`src/rtl/data_mem_arbiter.sv`:
```
// data_mem_arbiter: round-robin arbiter for two load/store ports onto one data memory,
// with alignment/range checking, load extension and read-modify-write for narrow stores.
module data_mem_arbiter #(
  parameter int MEM_BYTES = 65536
) (
  input  logic        clk,
  input  logic        rst,
  input  logic        req0_valid,
  output logic        req0_ready,
  input  logic        req0_we,
  input  logic [1:0]  req0_size,
  input  logic        req0_unsigned,
  input  logic [31:0] req0_addr,
  input  logic [63:0] req0_wdata,
  input  logic        req1_valid,
  output logic        req1_ready,
  input  logic        req1_we,
  input  logic [1:0]  req1_size,
  input  logic        req1_unsigned,
  input  logic [31:0] req1_addr,
  input  logic [63:0] req1_wdata,
  output logic        resp0_valid,
  output logic [63:0] resp0_rdata,
  output logic        resp0_err,
  output logic        resp1_valid,
  output logic [63:0] resp1_rdata,
  output logic        resp1_err,
  output logic        mem_rden,
  output logic        mem_wren,
  output logic [31:0] mem_rdaddress,
  output logic [31:0] mem_wraddress,
  output logic [63:0] mem_wdata,
  input  logic [63:0] mem_rdata
);
  typedef enum logic [1:0] {IDLE, RD, WR, RESP} state_t;
  localparam logic [31:0] MAX_ADDR = 32'(MEM_BYTES - 8);
  state_t state_q, state_d;
  logic last_q, port_q, we_q, uns_q, err_q;
  logic [1:0] size_q;
  logic [31:0] addr_q;
  logic [63:0] wdata_q, word_q;
  logic gnt, acc, a_we, a_uns, a_err, sign;
  logic [1:0] a_size;
  logic [31:0] a_addr;
  logic [63:0] a_wdata, mask, ld_data, rsp_data;
  always_comb begin
    gnt = (req0_valid && req1_valid) ? ~last_q : req1_valid;
    acc = (state_q == IDLE) && (req0_valid || req1_valid);
    a_we = gnt ? req1_we : req0_we;
    a_size = gnt ? req1_size : req0_size;
    a_uns = gnt ? req1_unsigned : req0_unsigned;
    a_addr = gnt ? req1_addr : req0_addr;
    a_wdata = gnt ? req1_wdata : req0_wdata;
    a_err = (|(a_addr & ((32'd1 << a_size) - 32'd1))) || (a_addr > MAX_ADDR);
    mask = size_q == 2'd0 ? 64'hFF : size_q == 2'd1 ? 64'hFFFF :
           size_q == 2'd2 ? 64'hFFFF_FFFF : '1;
    sign = size_q == 2'd0 ? word_q[7] : size_q == 2'd1 ? word_q[15] : word_q[31];
    ld_data = (word_q & mask) | ((!uns_q && sign) ? ~mask : 64'd0);
    rsp_data = (err_q || we_q) ? 64'd0 : ld_data;
    state_d = state_q;
    req0_ready = acc && !gnt && !rst;
    req1_ready = acc && gnt && !rst;
    resp0_valid = 1'b0;
    resp1_valid = 1'b0;
    resp0_rdata = '0;
    resp1_rdata = '0;
    resp0_err = 1'b0;
    resp1_err = 1'b0;
    mem_rden = 1'b0;
    mem_wren = 1'b0;
    mem_rdaddress = '0;
    mem_wraddress = '0;
    mem_wdata = '0;
    unique case (state_q)
      IDLE: if (acc) state_d = a_err ? RESP : (a_we && a_size == 2'd3) ? WR : RD;
      RD: begin
        mem_rden = 1'b1;
        mem_rdaddress = addr_q;
        state_d = we_q ? WR : RESP;
      end
      WR: begin
        mem_wren = 1'b1;
        mem_wraddress = addr_q;
        mem_wdata = (wdata_q & mask) | (word_q & ~mask);
        state_d = RESP;
      end
      RESP: begin
        resp0_valid = !port_q;
        resp1_valid = port_q;
        resp0_rdata = port_q ? 64'd0 : rsp_data;
        resp1_rdata = port_q ? rsp_data : 64'd0;
        resp0_err = !port_q && err_q;
        resp1_err = port_q && err_q;
        state_d = IDLE;
      end
    endcase
  end
  always_ff @(posedge clk or posedge rst) begin
    if (rst) begin
      state_q <= IDLE;
      last_q <= 1'b1;
      port_q <= 1'b0;
      we_q <= 1'b0;
      uns_q <= 1'b0;
      err_q <= 1'b0;
      size_q <= '0;
      addr_q <= '0;
      wdata_q <= '0;
      word_q <= '0;
    end else begin
      state_q <= state_d;
      if (acc) begin
        last_q <= gnt;
        port_q <= gnt;
        we_q <= a_we;
        uns_q <= a_uns;
        err_q <= a_err;
        size_q <= a_size;
        addr_q <= a_addr;
        wdata_q <= a_wdata;
      end
      if (state_q == RD) word_q <= mem_rdata;
    end
  end
endmodule

```
`config.mk`:
```
export PLATFORM = sky130hd
export DESIGN_NAME = data_mem_arbiter
export DESIGN_NICKNAME = d
export VERILOG_FILES = /design/src/rtl/data_mem_arbiter.sv
export SDC_FILE = /design/constraint.sdc
export NUM_CORES = 1
export LEC_CHECK = 0
export ABC_AREA = 1
export CAP_MARGIN = 20
export CORE_AREA = 2 2 209 211
export DETAILED_ROUTE_END_ITERATION = 10
export DIE_AREA = 0 0 211 213
export GPL_ROUTABILITY_DRIVEN = 0
export GPL_TIMING_DRIVEN = 1
export REMOVE_ABC_BUFFERS = 1
export SLEW_MARGIN = 20
export SYNTH_ARGS = -nofsm -noshare
export SYNTH_HDL_FRONTEND = slang
export SYNTH_SLANG_ARGS = --single-unit
```
`constraint.sdc`:
```
create_clock -name clk -period 6.3 [get_ports clk]
set_input_delay 1.575 -clock clk [delete_from_list [all_inputs] [get_ports clk]]
set_output_delay 1.575 -clock clk [all_outputs]
set_load 0.005 [all_outputs]
```
Yosys cells after proc, flatten, opt, wreduce, memory -nomap -nowiden
Index checks and enable logic that the tools add are counted.

storage, ports and cells
  flip-flop bits (word level) = 169
  input bits = 268
  output and inout port bits = 264
  word-level logic and storage cells = 79

cells by class
  add/sub/neg operators = 1
  magnitude comparators = 1
  equality and inequality tests = 7
  shift-type cells = 1
  multiplexer cells = 31
  bitwise gates (word level) = 8
  reductions and logical operators = 20

operators with widths
  kind                                                             number
  two-way mux 64 bit                                               11
  bitwise AND 64 bit                                               3
  OR 64 bit                                                        2
  two-way mux 32 bit                                               3
  inverter 64 bit                                                  1
  bitwise AND 32 bit                                               1
  greater-than comparator 32 x 16 -> 1 bit, second input constant  1
  OR reduction 32 bit                                              1
  << shifter 1 x 2 -> 32 bit, first input constant                 1
  subtractor 32 x 1 -> 32 bit, second input constant               1
  two-way mux 1 bit                                                12
  logical AND 1 bit                                                10
  == test 2 bit, second input constant                             4
  two-way mux 2 bit                                                4
  case mux 2 bit (4 select lines)                                  1
  == test 2 x 1 -> 1 bit, second input constant                    2
  zero test 1 bit                                                  4
  zero test 2 bit                                                  2
  logical OR 1 bit                                                 3
  != test 2 bit, second input constant                             1
  inverter 1 bit                                                   1

Logic depth before layout (Yosys ltp)
Gate-level depths: netlist (run 1).

  word-level depth = 11
  mapped depth = 16
  mapped depth without buffers = 16

Least setup slack after synthesis (run 1)
OpenSTA, ideal clock, no wires.

  path type = in2out
  start point = in req0_valid
  end point = out req0_ready
  arrival = 2.340 ns
  required time = 4.725 ns
  setup slack = 2.385 ns
  cell stages on the path = 6
  buffers on the path = 2
  path through = nand2_1 > nand2_2 > inv_2 > buf_6 > clkbuf_1 > nor3_1

on the way
  word-level cells in the longest chain between the ends = 5
  elaborated cells between the ends (all ways) = 7
  those cells by class = mux (1); reduce/logical (6)

RTL lines
  item                              line  source
  from (decl)                       8     input logic req0_valid,
  logical AND 1 bit                 47    gnt = (req0_valid && req1_valid) ? ~last_q : req1_valid;
  two-way mux 1 bit                 47
  zero test 1 bit                   61    req0_ready = acc && !gnt && !rst;
  logical AND 1 bit * (2 in a row)  61
  to (decl)                         9     output logic req0_ready,

Mark *: on every way between the ends. The rest lies on a longest branch, timed or not.

Worst setup path after layout (run 1)
  start point = reg we_q
  end point = out resp0_rdata[46]

on the way
  word-level cells in the longest chain between the ends = 4

RTL lines
  item                    line  source
  from (decl)             38    logic last_q, port_q, we_q, uns_q, err_q;
  from (signal assigned)  115   we_q <= a_we;
  logical OR 1 bit        59    rsp_data = (err_q || we_q) ? 64'd0 : ld_data;
  two-way mux 64 bit      59
  two-way mux 64 bit      90    resp0_rdata = port_q ? 64'd0 : rsp_data;
  two-way mux 64 bit      74    unique case (state_q)
  to (decl)               23    output logic [63:0] resp0_rdata,

Every way passes these cells.

==> results.md, run 1 <==
* Status: finished, final reports clean
* First drt pass iteration count at 5
* Area of all sequential standard cells at around 4200 um2
* Diodes inserted at 0
* Crit-path cells: nor2_1 -> inv_1 -> nor2_4 -> buf_4 -> o21ai_0 -> nor2_1 -> clkdlybuf4s50_1
* Worst Path Class, Setup: flip-flop to output port
* Post-Syn Area at between 10000 and 15000 um2
* Least-Margin Pin Slew at between 1 and 1.5 ns
* Final Max Slew Viols at 0
* Cell Pwr Density at between 400 and 500 nW/um2
* I/O pins at about 530
* Finished layout cell area at roughly 16000 um2
* Rows at 76
* Starting density of the core at 0.234
* Cell family with most CP delay: simple AND/OR/NAND/NOR gates
* Post-synth top area cell: dfrtp_1
* 1st-iter DRT viols at approximately 640
* Initial antenna violation count at 1
* Cells after synthesis at 1458
* Hold crit path type: flip-flop to flip-flop
* Setup crit end kind: output port
* Vias in the first global route at between 10000 and 15000
* WL final at 44.2 mm
* Total number of vias at roughly 11000
* Area grow syn2layout at 62.6%
* CP max stage delay at around 0.69 ns
* Final Non-Filler Cells at 2467
* Total CTS buffers at 17
* CP max stage cell: nor2_1
* Die Y-Extent at between 200 and 250 um
* Worst slack, placed at about 1.2 ns
* Max-Cap Viols at 0
* Detailed Place HPWL at between 30 and 40 mm
* Area occupied by multi-input gates at 4750 um2
* Unrepaired setup endpoints after global routing: false
* Global-route wire length before repair at around 66 mm
* Post-CTS setup buffer count at 0
* Critical Path RT at ~4.7 ns
* Tmin final at between 5 and 6 ns
* Port Buf Inserts at 531
* Largest net degree at the start of global routing at between 100 and 150
* Synth Area per Inst at between 6 and 7 um2
* Final period utilization at 0.810
* Post-CTS sizing at 0
* Max VDD drop at between 0.3 and 0.4 mV
* F_max at between 0.15 and 0.2 GHz
* Worst setup margin at roughly 1.2 ns
* Critical-path maximum fanout at 17
* CTS clock-pin slew for the worst setup and hold paths at roughly 0.070 ns
* Max Root-Sink Buffers at 2
* H-Tree Depth at 4
* Cts hold-fix bufs at 0
* WP data arrival at roughly 3.5 ns
* Fin. Hold Viols at 0
* Critical path buffer and inverter count at 3
* WL/cell at 17.9 um
* GRT Residual Overflow at 0
* Max-slew headroom at 0.275
* Critical Path Start Type: flip-flop
* CTS tree: built
* Sequential share of the synthesized area at 0.423
* GR Util All Layers at 0.192
* Distinct cells, synth at 28
* Most common cell on crit path: nor2_1
* Filler cell count at approximately 4500
* DR vias/cell at around 4.7
* Die W at around 210 um
* # DRC at 0
* Final setup violation count at 0
* Layout cell share with drive strength beyond 1 at 0.0463
* Core ar. at 42700 um2
* DIE AREA at around 45000 um2
* Static Leakage at ~0.0071 uW
* Synth area leaders: dfrtp_1 42%, nand2_1 12%, nand3_1 11%, o21ai_0 8.4%, nor2_1 6.6%
* Yosys top cell area share at 0.420
* Worst-Skew Late Latency at between 0.4 and 0.5 ns
* Placed inst area at around 16000 um2
* Dpl cells at around 2400
* ANT nets after route at 0
* Root buf cell: clkbuf_16
* Synth warnings at 0
* Skew final at 0.00956 ns
* Nets@finish at about 2200
* Final core occ at 0.381
* Clk sink count at 169
* Seq cells post-synth at 169
## registers in the layout (all words and copies together), names as in the netlist
name	count
state_q	2
addr_q	32
size_q	2
port_q	1
we_q	1
err_q	1
uns_q	1
last_q	1
wdata_q	64
word_q	64
## report_power, final
group          total, uW  switching, uW  internal, uW
combinational       3720           2110          1610
clock               1020            464           559
sequential          1980            351          1630
## worst reg2reg max path, cell delays in order, from the launching register on
cell and delay [ns]:
dfrtp_1 0.44, inv_1 0.20, ha_4 0.78, inv_1 0.23, a21oi_4 0.20, buf_4 0.58
buf_4 0.64, nand2_1 0.21, o21ai_0 0.11
## stage by stage
stage / setup TNS, ns / hold slack (ns) / power (uW)
after global placement: 0 / 0.470 / 5700
after floorplan: -169.06 / 0.444 / 3800
final: 0 / 0.469 / 6730
after CTS: 0 / 0.470 / 6820
after detailed placement: 0 / 0.463 / 5760
after global routing: 0 / 0.489 / 7310
## logic make-up after synthesis
| group | synth area share |
|---|---|
| flip-flops | 0.423 |
| AO/OA/AOI/OAI | 0.147 |
| buffers and inverters | 0.110 |
| adder cells (fa/ha/maj) | 0.00750 |
| multiplexers | 0.00900 |
| AND/OR/NAND/NOR | 0.303 |
## path summary, 6_finish.rpt
kind                       startpoint         endpoint  slack (ns)  depth (start not counted)
setup reg to reg           state_q[0]        size_q[0]        2.80                          8
setup / recovery                 we_q  resp0_rdata[46]        1.20                          7
max in group asynchronous         rst      wdata_q[40]        3.39                          3
hold / removal                 last_q           last_q        0.47                          2
hold reg to reg                last_q           last_q        0.47                          2
min in group asynchronous         rst       addr_q[23]        1.87                          2
## cell usage in the layout, fill, tap and decap left out, drive strengths merged
master and count:
a21o 1, a21oi 59, a31oi 21, and2 2, buf 16, bufinv 1
clkbuf 22, clkdlybuf4s50 531, clkinv 6, clkinvlp 2, dfrtp 168, dfstp 1
ha 6, inv 161, mux2 8, nand2 321, nand2b 1, nand3 216
nand3b 3, nor2 180, nor3 3, o21ai 191, o31ai 1
## synthesized netlist by cell type
master and number:
nand2_1 319, nand3_1 216, nor2_1 177, dfrtp_1 168, o21ai_0 168, inv_1 159, clkbuf_1 71, a21oi_1 59
a31oi_1 21, o21ai_2 20, buf_1 18, buf_2 17, mux2_2 8, ha_1 6, buf_6 5, buf_4 3
inv_2 3, nand3b_1 3, nor2_2 3, o21ai_1 3, and2_1 2, nand2_2 2, nor3_1 2, a21o_1 1
dfstp_2 1, nand2b_1 1, nor3_2 1, o31ai_1 1
## final cells by class
class | count | share of cell area
clock inverters | 8 | 0.00454
clock buffers | 22 | 0.0285
multi-input cells | 1013 | 0.292
well taps | 546 | 0.0420
repair buffers | 547 | 0.335
flip-flops and latches | 169 | 0.260
inverters | 162 | 0.0381
## metal layers
| layer | GRT usage | vias up | wire [um] |
|---|---|---|---|
| li1 | - | 5573 | - |
| met1 | 0.238 | 5384 | 18800 |
| met2 | 0.323 | 460 | 21200 |
| met3 | 0.0524 | 56 | 3060 |
| met4 | 0.0629 | 0 | 1070 |
| met5 | 0 | - | 0 |
Note: power is estimated with default switching activity, not from simulation.
==> inputs of run 2 (changes only) <==
clock period = 4.4 ns   (was 6.3 ns; I/O delays follow)
==> run 2 against run 1 <==
  * Die area did not move
  * Critical path depth grew 3
  * Clock-buffer cell count shrank 3
  * Clock skew rose by 0.0046 ns
  * Non-clock buffer count is 11 higher
  * Cell count is 0.61% higher
  * Sequential power increased by 43%
  * Sequential share of layout area fell by 0.20 points
  * Worst setup slack got worse by 0.91 ns
==> results.md, run 2 (same netlist as run 1, synthesis figures left out) <==
* Max-slew headroom at 0.298
* Commonest non-fill, non-tap cell in the layout: clkdlybuf4s50_1
* Total number of vias at between 10000 and 15000
* CTS tree: built
* Most frequent cells in the layout: 531 x clkdlybuf4s50_1, 316 x nand2_1, 216 x nand3_1, 177 x nor2_1
* Overall Power at around 9700 uW
* Final setup violation count at 0
* Worst-Skew Late Latency at 0.45 ns
* Fin. Hold Viols at 0
* Unrepaired setup endpoints after global routing: false
* Root buf cell: clkbuf_16
* Critical-path maximum fanout at 17
* Max-Cap Viols at 0
* Max VDD drop at 0.458 mV
* Hold crit path type: flip-flop to flip-flop
* Detailed Place HPWL at ~33 mm
* Finished layout cell area at approximately 16000 um2
* GR Util All Layers at 0.196
* WL final at 44.8 mm
* Tmin final at 4.11 ns
* Final period utilization at 0.934
* Area of all sequential standard cells at around 4200 um2
* Static Leakage at between 0.007 and 0.008 uW
* First drt pass iteration count at 5
* 1st-iter DRT viols at 800
* Skew final at about 0.014 ns
* F_max at ~0.24 GHz
* Design internal power at about 5400 uW
* Cell Pwr Density at approximately 600 nW/um2
* WP data arrival at ~3 ns
* Die Y-Extent at between 200 and 250 um
* ANT nets after route at 0
* Critical Path RT at 3.30 ns
* Least-Margin Pin Slew at between 1 and 1.5 ns
* Global-route wire length before repair at between 60 and 70 mm
* Vias in the first global route at between 10000 and 15000
* Initial antenna violation count at 2
* Clk sink count at about 170
* Worst Path Class, Setup: flip-flop to output port
* Area grow syn2layout at 63.8%
* Largest net degree at the start of global routing at 105
* DR vias/cell at between 4 and 5
* Area occupied by multi-input gates at 4750 um2
* H-Tree Depth at 4
* Post-CTS setup buffer count at 0
* Largest regs: wdata_q (64), word_q (64), addr_q (32)
* I/O pins at about 530
* Total CTS buffers at 17
* Starting density of the core at 0.234
* Core ar. at between 40000 and 50000 um2
* CTS clock-pin slew for the worst setup and hold paths at ~0.08 ns
* Setup crit end kind: output port
* WL/cell at 18.1 um
* Post-CTS sizing at 0
* Rows at 76
* Status: finished, final reports clean
* Critical Path Start Type: flip-flop
* DIE AREA at around 45000 um2
* Final Max Slew Viols at 0
* GRT Residual Overflow at 0
* Sequential power share at 0.291
* Filler cell count at approximately 4500
* Die W at approximately 210 um
* Comb power frac at 0.559
* Nets@finish at roughly 2200
* Clock power frac at 0.150
* Layout cell share with drive strength beyond 1 at 0.0538
* Sw frac at 0.440
* Net load switching power at ~4300 uW
* Max Root-Sink Buffers at 2
* Port Buf Inserts at roughly 530
* # DRC at 0
* Cts hold-fix bufs at 0
* Placed inst area at 15900 um2
-- run 2: cell types whose count changed in the layout (fill, tap and decap cells not counted), moves of 2 or more --
cell / before / now
clkinvlp_4: 2 / 5
inv_6: 0 / 3
buf_12: 1 / 4
buf_4: 15 / 23
clkbuf_1: 3 / 1
diode_2: 0 / 2
-- run 2: worst max-delay path, cell delays in order (launching register included) --
cell             delay, ns
dfrtp_1               0.49
inv_2                 0.07
nand2_2               0.08
nor2_1                0.05
nor3_2                0.22
a21oi_1               0.10
nor2_4                0.48
buf_12                0.25
o21ai_0               0.14
nor2_1                0.15
clkdlybuf4s50_1       0.53
-- run 2: final cells by class --
type                    instances  share of cell area
repair buffers                558               0.340
multi-input cells            1013               0.290
flip-flops and latches        169               0.258
well taps                     546              0.0417
inverters                     162              0.0378
clock buffers                  19              0.0270
clock inverters                13             0.00587
diodes                          2            0.000305
-- run 2: power groups by stage --
stage | clock (uW) | combinational, uW | sequential (uW)
floorplan | 0 | 2740 | 2690
global placement | 0 | 5440 | 2840
detailed placement | 0 | 5510 | 2850
CTS | 1500 | 5530 | 2830
global route | 1560 | 6080 | 2920
finish | 1460 | 5440 | 2840
-- run 2: worst paths after layout --
check,startpoint,end,slack [ns],depth (start not counted)
max in group asynchronous,rst,wdata_q[43],2.33,3
setup / recovery,size_q[1],resp1_rdata[46],0.29,10
setup reg to reg,state_q[0],wdata_q[26],1.22,8
hold reg to reg,last_q,last_q,0.47,2
hold / removal,last_q,last_q,0.47,2
min in group asynchronous,rst,addr_q[26],1.29,2
-- run 2: routing by layer --
metal	wire (um)	vias up	GRT usage	share of wire
met2	22100	439	0.334	0.49
met5	0	-	0	0
met3	3300	42	0.0471	0.074
met1	18600	5511	0.241	0.41
li1	-	5597	-	-
met4	923	0	0.0658	0.021
-- run 2: through the flow --
stage | instances | hold slack [ns] | setup TNS (ns) | util | worst slack (ns)
global placement | 2448 | 0.463 | 0 | 0.371 | 0.352
CTS | 2480 | 0.472 | 0 | 0.384 | 0.209
detailed placement | 2448 | 0.459 | 0 | 0.371 | 0.381
finish | 2482 | 0.472 | 0 | 0.384 | 0.290
floorplan | 1344 | 0.444 | -580.62 | - | -5.11
global route | 2482 | 0.489 | 0 | 0.384 | 0.0225
==> inputs of run 3 (changes only) <==
CORE_AREA = 2 2 204 206   (was 2 2 209 211)
CTS_CLUSTER_DIAMETER = 60   (was default)
DIE_AREA = 0 0 206 208   (was 0 0 211 213)
clock period = 3.8 ns   (was 4.4 ns; I/O delays follow)
==> run 3 against run 2 <==
  * Clock-buffer cell count is 3 higher
  * Flip-flop and latch count stayed put
  * Worst setup slack worse by 0.12 ns
  * Largest power group unchanged
  * Design area is 1.4% higher
  * Global-route usage is 0.47 points higher
  * Sequential share of layout area is 0.36 points lower
  * Critical path depth is 3 lower
  * Cell count is 0.32% lower
  * Hold slack worse by 0.0026 ns
  * Via count is 0.29% lower
  * Critical endpoint is now req0_ready
  * Sequential power is 15% higher
  * Routed wire length is 1.4% lower
==> results.md, run 3 (same netlist as run 1, synthesis figures left out) <==
* Sw frac at 0.423
* Root buf cell: clkbuf_16
* Worst Path Class, Setup: input port to output port
* Clk sink count at roughly 170
* Hold crit path type: flip-flop to flip-flop
* Commonest non-fill, non-tap cell in the layout: clkdlybuf4s50_1
* Critical Path RT at 2.85 ns
* R2R cell count at 7
* Vias in the first global route at between 10000 and 15000
* Tmin final at around 3.6 ns
* Diodes inserted at 0
* Layout cell share with drive strength beyond 1 at 0.0582
* F_max at approximately 0.28 GHz
* Unrepaired setup endpoints after global routing: true
* Skew final at around 0.0093 ns
* GR Util All Layers at 0.200
* Rows at 74
* Area of all sequential standard cells at between 4000 and 5000 um2
* Die Y-Extent at 208 um
* WL final at ~44 mm
* Total CTS buffers at 17
* Critical Path Start Type: input port
* Comb power frac at 0.547
* Status: finished, final reports clean
* Area occupied by multi-input gates at roughly 4800 um2
* HP Start: last_q
* 1st-iter DRT viols at about 700
* Final setup violation count at 0
* I/O pins at roughly 530
* Port Buf Inserts at ~530
* Sequential power share at 0.283
* Max Root-Sink Buffers at 2
* ANT nets after route at 0
* DIE AREA at roughly 43000 um2
* Net load switching power at approximately 5000 uW
* Detailed Place HPWL at ~32 mm
* R2R Setup Slk at ~1.1 ns
* Final setup TNS at 0 ns
* WL/cell at between 15 and 20 um
* Fin. Hold Viols at 0
* Least-Margin Pin Slew at between 1 and 1.5 ns
* Max VDD drop at between 0.6 and 0.7 mV
* Worst slack, placed at 0.148 ns
* WHS Path Cells at 2
* Starting density of the core at 0.247
* Initial antenna violation count at 0
* Max-slew headroom at 0.294
* End of the critical path: req0_ready
* Area grow syn2layout at 66.2%
* Total number of vias at approximately 12000
* First drt pass iteration count at 5
* Global-route wire length before repair at ~66 mm
* WP data arrival at 2.68 ns
* Filler cell count at approximately 4100
* Worst setup margin at between 0.15 and 0.2 ns
* CTS clock-pin slew for the worst setup and hold paths at 0.07 ns
* Largest net degree at the start of global routing at ~90
* Design internal power at ~6700 uW
* Nets@finish at around 2200
* Dpl cells at 2441
* Most frequent cells in the layout: 531 x clkdlybuf4s50_1, 316 x nand2_1, 216 x nand3_1, 177 x nor2_1, 168 x o21ai_0
* Worst setup startpoint: req1_valid
* DR vias/cell at ~4.7
* Critical-path maximum fanout at 5
* Clock power frac at 0.170
* CTS tree: built
* Static Leakage at 0.00733 uW
* Core ar. at just over 40000 um2
* Max-Cap Viols at 0
* Largest regs: wdata_q (64), word_q (64), addr_q (32)
* Worst-Skew Late Latency at about 0.44 ns
* H-Tree Depth at 4
* Final Max Slew Viols at 0
* Setup crit end kind: output port
* Worst reg2reg path endpoint: size_q[1]
* Final Non-Filler Cells at around 2500
* Final period utilization at 0.956
* R2R Path Start: state_q[0]
* Die W at 206 um
* GRT Residual Overflow at 0
* Cell Pwr Density at roughly 700 nW/um2
* # DRC at 0
## run 3: cell count changes in the layout (fill, tap and decap cells not counted), moves of 2 or more
| cell | before | now |
|---|---|---|
| inv_6 | 3 | 1 |
| buf_4 | 23 | 25 |
| bufinv_16 | 0 | 4 |
| buf_12 | 4 | 9 |
| clkbuf_8 | 1 | 4 |
| diode_2 | 2 | 0 |
| clkinv_2 | 4 | 1 |
| clkinvlp_4 | 5 | 1 |
## run 3: layout make-up
class / count / area share
timing repair buffer: 567 / 0.344
multi-input combinational: 1013 / 0.286
sequential: 169 / 0.254
tap: 532 / 0.0400
inverter: 162 / 0.0372
clock buffer: 22 / 0.0291
clock inverter: 9 / 0.00978
## run 3: power by group through the flow
stage / Sequential [uW] / Combinational, uW / Clock, uW
after floorplan: 3120 / 3180 / 0
after detailed placement: 3300 / 6360 / 0
final: 3280 / 6350 / 1970
after global placement: 3280 / 6270 / 0
after global routing: 3390 / 7070 / 2090
after CTS: 3280 / 6380 / 2020
## run 3: worst min path at each step
stage | to
final | last_q
after CTS | last_q
after detailed placement | last_q
after floorplan | last_q
after global placement | last_q
after global routing | last_q
## run 3: worst max-delay path, cell delays in order
cell	delay, ns
clkdlybuf4s50_1	0.62
inv_1	0.12
a21oi_4	0.17
inv_4	0.04
nor3_1	0.13
buf_4	0.15
clkdlybuf4s50_1	0.50
## run 3: layer usage
layer	GRT usage	routed length, um	vias up
met5	0	0	-
met4	0.0640	975	0
met3	0.0500	3410	41
met2	0.342	21600	440
met1	0.245	18200	5472
li1	-	-	5602
## run 3: per-stage QoR
step | area (um2) | total power (uW) | utilization | hold WS [ns]
2_1_floorplan | 9510 | 6290 | - | 0.444
3_3_place_gp | 15900 | 9560 | 0.393 | 0.461
3_5_place_dp | 15900 | 9660 | 0.393 | 0.462
4_1_cts | 16600 | 11700 | 0.409 | 0.470
5_1_grt | 16600 | 12500 | 0.410 | 0.480
6_report | 16600 | 11600 | 0.410 | 0.469
## run 3: what timing repair did
item | 4_1_cts | 5_1_grt
endpoints found under the setup margin | 0 | 41
buffers inserted | 0 | 1
gates resized for setup | 0 | 2
hold buffers | 0 | 0
